<file path="src/rtl/serial_subtractor.sv">
// Bit-serial subtractor: {bo, d} = a - b - bi, one bit per clock, LSB first.
// Define SERIAL_SUBTRACTOR_OVF_EN to add the signed-overflow output ovf_o.
module serial_subtractor #(
   parameter int WIDTH = 8
) (
   input  logic             clk_i,
   input  logic             rst_ni,
   input  logic             in_valid_i,
   output logic             in_ready_o,
   input  logic [WIDTH-1:0] a_i,
   input  logic [WIDTH-1:0] b_i,
   input  logic             bi_i,
   output logic             out_valid_o,
   input  logic             out_ready_i,
   output logic [WIDTH-1:0] d_o,
`ifdef SERIAL_SUBTRACTOR_OVF_EN
   output logic             ovf_o,
`endif
   output logic             bo_o
);

   localparam int CW = $clog2(WIDTH + 1);
   localparam logic [CW-1:0] LAST = CW'(WIDTH - 1);

   typedef enum logic [1:0] {IDLE, RUN, DONE} state_t;

   state_t           state_q, state_d;
   logic [WIDTH-1:0] a_q, a_d;
   logic [WIDTH-1:0] b_q, b_d;
   logic [WIDTH-1:0] r_q, r_d;
   logic [WIDTH-1:0] d_q, d_d;
   logic             br_q, br_d;
   logic             bo_q, bo_d;
   logic [CW-1:0]    cnt_q, cnt_d;
   logic             diff_bit;
   logic             br_next;
`ifdef SERIAL_SUBTRACTOR_OVF_EN
   logic             ovf_q, ovf_d;
`endif

   always_comb begin
      state_d  = state_q;
      a_d      = a_q;
      b_d      = b_q;
      r_d      = r_q;
      d_d      = d_q;
      br_d     = br_q;
      bo_d     = bo_q;
      cnt_d    = cnt_q;
`ifdef SERIAL_SUBTRACTOR_OVF_EN
      ovf_d    = ovf_q;
`endif
      diff_bit = a_q[0] ^ b_q[0] ^ br_q;
      br_next  = (~a_q[0] & b_q[0]) | (~a_q[0] & br_q) | (b_q[0] & br_q);

      case (state_q)
         IDLE: begin
            if (in_valid_i) begin
               a_d     = a_i;
               b_d     = b_i;
               br_d    = bi_i;
               cnt_d   = '0;
               state_d = RUN;
            end
         end
         RUN: begin
            a_d            = a_q >> 1;
            b_d            = b_q >> 1;
            r_d            = r_q >> 1;
            r_d[WIDTH-1]   = diff_bit;
            br_d           = br_next;
            cnt_d          = cnt_q + 1'b1;
            if (cnt_q == LAST) begin
               // d_o is a separate register so it stays put while the next result shifts in
               d_d     = r_d;
               bo_d    = br_next;
`ifdef SERIAL_SUBTRACTOR_OVF_EN
               // On the last bit a_q[0]/b_q[0] are the load-time MSBs and diff_bit is D[MSB]
               ovf_d   = (a_q[0] != b_q[0]) & (diff_bit != a_q[0]);
`endif
               state_d = DONE;
            end
         end
         DONE: begin
            if (out_ready_i) begin
               state_d = IDLE;
            end
         end
         default: state_d = IDLE;
      endcase
   end

   always_ff @(posedge clk_i or negedge rst_ni) begin
      if (!rst_ni) begin
         state_q <= IDLE;
         a_q     <= '0;
         b_q     <= '0;
         r_q     <= '0;
         d_q     <= '0;
         br_q    <= 1'b0;
         bo_q    <= 1'b0;
         cnt_q   <= '0;
`ifdef SERIAL_SUBTRACTOR_OVF_EN
         ovf_q   <= 1'b0;
`endif
      end else begin
         state_q <= state_d;
         a_q     <= a_d;
         b_q     <= b_d;
         r_q     <= r_d;
         d_q     <= d_d;
         br_q    <= br_d;
         bo_q    <= bo_d;
         cnt_q   <= cnt_d;
`ifdef SERIAL_SUBTRACTOR_OVF_EN
         ovf_q   <= ovf_d;
`endif
      end
   end

   assign in_ready_o  = (state_q == IDLE);
   assign out_valid_o = (state_q == DONE);
   assign d_o         = d_q;
   assign bo_o        = bo_q;
`ifdef SERIAL_SUBTRACTOR_OVF_EN
   assign ovf_o       = ovf_q;
`endif

endmodule

</file>
<file path="config.mk">
export PLATFORM = sky130hd
export DESIGN_NAME = serial_subtractor
export DESIGN_NICKNAME = d
export VERILOG_FILES = /design/src/rtl/serial_subtractor.sv
export SDC_FILE = /design/constraint.sdc
export NUM_CORES = 1
export LEC_CHECK = 0
export CORE_ASPECT_RATIO = 1.2
export CORE_MARGIN = 5
export CORE_UTILIZATION = 35
export DETAILED_ROUTE_END_ITERATION = 10
export HOLD_SLACK_MARGIN = 0.15
export PLACE_DENSITY = 0.67
export SLEW_MARGIN = 20
export SYNTH_ARGS = -nofsm -noshare
export SYNTH_HDL_FRONTEND = slang
export SYNTH_SLANG_ARGS = --single-unit
</file>
<file path="constraint.sdc">
create_clock -name clk_i -period 1.6 [get_ports clk_i]
set_input_delay 0.32 -clock clk_i [delete_from_list [all_inputs] [get_ports clk_i]]
set_output_delay 0.32 -clock clk_i [all_outputs]
set_load 0.03 [all_outputs]
</file>
==> qor.txt, run 1 <==
Worst skew pair latency: 0.29 ns
Synth Net Count: 194
HPWL after DPL: 2620 µm
Routed WL: 3930 µm
Synth warn: 0
Largest stage delay, worst path: 0.46 ns
Global-route wire length before repair: 6600 µm
Non-Filler Instances: 273
Core Area: 4940 µm²
Initial DRT Pass Iterations: 4
Post-route ant nets: 0
Post CTS Setup Buffer Count: 0
Synth Register Bits: 39
Final instance area: 2350 µm²
Complex-gate fraction of the synthesized area: 0.189
Peak VDD IR: 0.548 mV
TNS Setup: 0 ns
Period utilization: 0.967
RSZ-0062 raised after global routing: no
Pwr dens: 1710 nW/µm²
Vias in the first global route: 1,403
Global Route Usage Sum: 0.130
I/O pin cnt: 32
Hold slack: 0.492 ns
Critical-path cell list: buf_12, nor2b_2, buf_4
Max Cap Viol: 0
Die area: 6600 µm²
Die X: 75.0 µm
Clock sink count: 39
Mux cell area share after synthesis: 0.0621
Crit path time final: 1.55 ns
CTS tree: yes
Syn Inst Count: 171
Simple-gate area share of the yosys netlist: 0.149
# DRC: 0
CP max stage cell: dfrtp_2
Top-count cell post-synth: dfrtp_1
Synth unique cells: 27
Initial Util: 0.359
Placed instance count: 264
Area delta synth->final: 32.3%
Max frequency: 0.647 GHz
Post-synth EDFFs: 0
Primary FF master, synth: dfrtp_1
Initial antenna violation count: 0
Crit Path Category: flop to output port
Worst slew margin: 0.674
Vias post-DR: 1,355
CP Capture Type: output port
Post-synthesis cell area: 1770 µm²
Post-synth ARST share: 1.00
Avg Cell Area, Syn: 10.4 µm²
Adder-cell area share of the yosys netlist: 0.0183
GP Congestion: 0.736
Fin. Hold Viols: 0
Vias per cell: 4.96
Top cell type's share of synthesized area: 0.550
Largest family of logic cells by synthesized area: compound AO/OA/AOI/OAI gates
WL/cell: 14.4 µm
Depth of the CTS H-tree: 2
CP max FO: 12
Register area share after synthesis: 0.550
Layout cell share with drive strength beyond 1: 0.164
Slew Viols, Final: 0
Final Setup Violations: 0
HP Class: flop to flop
Ant. Diodes: 0
Status: completed
Startpoint Class: flop
DRT iter0 DRCs: 101
Clock skew: 0.00875 ns
Synth area leaders: dfrtp_1 55%, nor2b_1 6.3%, a22oi_1 5.9%, nand2_1 5.3%, o21ai_0 5.1%
Cell taking the most area after synthesis: dfrtp_1
Largest net degree at the start of global routing: 40
Clock root buffer master: clkbuf_8
Die H: 88.0 µm
Row cnt: 28
Cts bufs inserted: 5
Clock-pin slew on the worst setup and hold paths: 0.07 ns
XOR/XNOR share of the synthesized area: 0
Gr ovfl total: 0
Leak pwr: 1.06 nW
Worst EP required: 1.28 ns
Count of nets after finishing: 236
Buffers on Ports: 31
Post-DP Area: 2220 µm²
Clock buffer depth: 2
Number of fill cells: 471
Worst endpoint data arrival time: 1.23 ns
Synth top cells by count: 39 x dfrtp_1, 25 x nand2_1, 18 x nor2b_1, 18 x o21ai_0, 17 x a21oi_1
Slew @ Worst Pin: 0.489 ns
critical path, delay by kind of cell, from the launching register on:
family                 cells  cell delay [ns]
and+or+nand+nor            1             0.16
buffers and inverters      2             0.32
DFF                        1             0.46
final cells by class:
class,count,area (µm²),share of cell area
multi-input cells,119,744,0.317
inverters,3,11.3,0.00480
flip-flops and latches,39,977,0.416
well taps,60,75.1,0.0320
clock inverters,1,5.00,0.00213
repair buffers,45,452,0.192
clock buffers,6,82.6,0.0352
final timing paths:
path | from | to | slack [ns] | cells past startpoint
setup / recovery | state_q[1] | out_valid_o | 0.05 | 3
hold / removal | r_q[1] | r_q[1] | 0.49 | 2
setup reg to reg | state_q[1] | d_o[0] | 0.11 | 4
hold reg to reg | r_q[1] | r_q[1] | 0.49 | 2
max in group asynchronous | rst_ni | state_q[1] | 0.62 | 3
min in group asynchronous | rst_ni | r_q[1] | 0.62 | 3
state kept, by name, indices dropped and copies added (netlist names):
register / flops
b_q: 8
br_q: 1
r_q: 7
d_o: 8
cnt_q: 4
a_q: 8
state_q: 2
bo_o: 1
cell usage in the layout, fill, tap and decap left out, drive strengths merged:
master,n
mux2,8
clkdlybuf4s50,19
dfrtp,39
a21oi,17
a22oi,14
fa,1
nor2b,18
dlygate4sd2,9
clkbuf,7
a22o,2
a21o,1
buf,15
clkinv,1
o311ai,1
ha,1
inv,3
nor3,1
mux2i,2
o21bai,1
o21ai,19
nand3,2
nor2,2
nand2b,2
dlygate4sd3,1
nand2,25
a2bb2oi,1
and3b,1
through the flow:
stage / util / total power (W) / worst slack, ns
6_report: 0.475 / 0.00402 / 0.0534
5_1_grt: 0.475 / 0.00436 / 0.00237
4_1_cts: 0.469 / 0.00402 / 0.0372
3_5_place_dp: 0.449 / 0.00341 / 0.0636
3_3_place_gp: 0.449 / 0.00334 / 0.105
2_1_floorplan: - / 0.00274 / 0.103
timing repair:
item,in CTS,in global routing
cloned,0,1
hold buffers,1,0
endpoints found under the hold margin,39,0
gates resized for setup,12,2
endpoints found under the setup margin,10,1
metal layers:
| metal | global-route usage | wire (µm) | vias up |
|---|---|---|---|
| met5 | 0 | 0 | - |
| met4 | 0.0340 | 34 | 0 |
| met3 | 0.0413 | 198 | 4 |
| met2 | 0.223 | 2010 | 29 |
| met1 | 0.157 | 1690 | 646 |
| li1 | - | - | 676 |
kinds of logic after synthesis:
family | count (synthesis)
AOI/OAI and AO/OA | 56
and+or+nand+nor | 51
DFF | 39
buffers and inverters | 13
muxes | 10
adders and majority gates | 2
power by group:
| group | total [W] | switching [W] | leakage [nW] | internal (W) |
|---|---|---|---|---|
| clock | 0.000665 | 0.000327 | 0.0470 | 0.000338 |
| combinational | 0.00167 | 0.000885 | 0.512 | 0.000783 |
| sequential | 0.00168 | 0.000290 | 0.498 | 0.00139 |
Power figures use the tool's default switching activity.
==> run 2, diff against run 1 <==
--- a/config.mk
+++ b/config.mk
@@ -8,6 +8,7 @@
 export CORE_ASPECT_RATIO = 1.2
 export CORE_MARGIN = 5
 export CORE_UTILIZATION = 35
+export CTS_BUF_LIST = sky130_fd_sc_hd__clkbuf_8
 export DETAILED_ROUTE_END_ITERATION = 10
 export HOLD_SLACK_MARGIN = 0.15
 export PLACE_DENSITY = 0.67
==> results of run 2 <==
The final DEF is identical to that of run 1; final timing and power are the same.
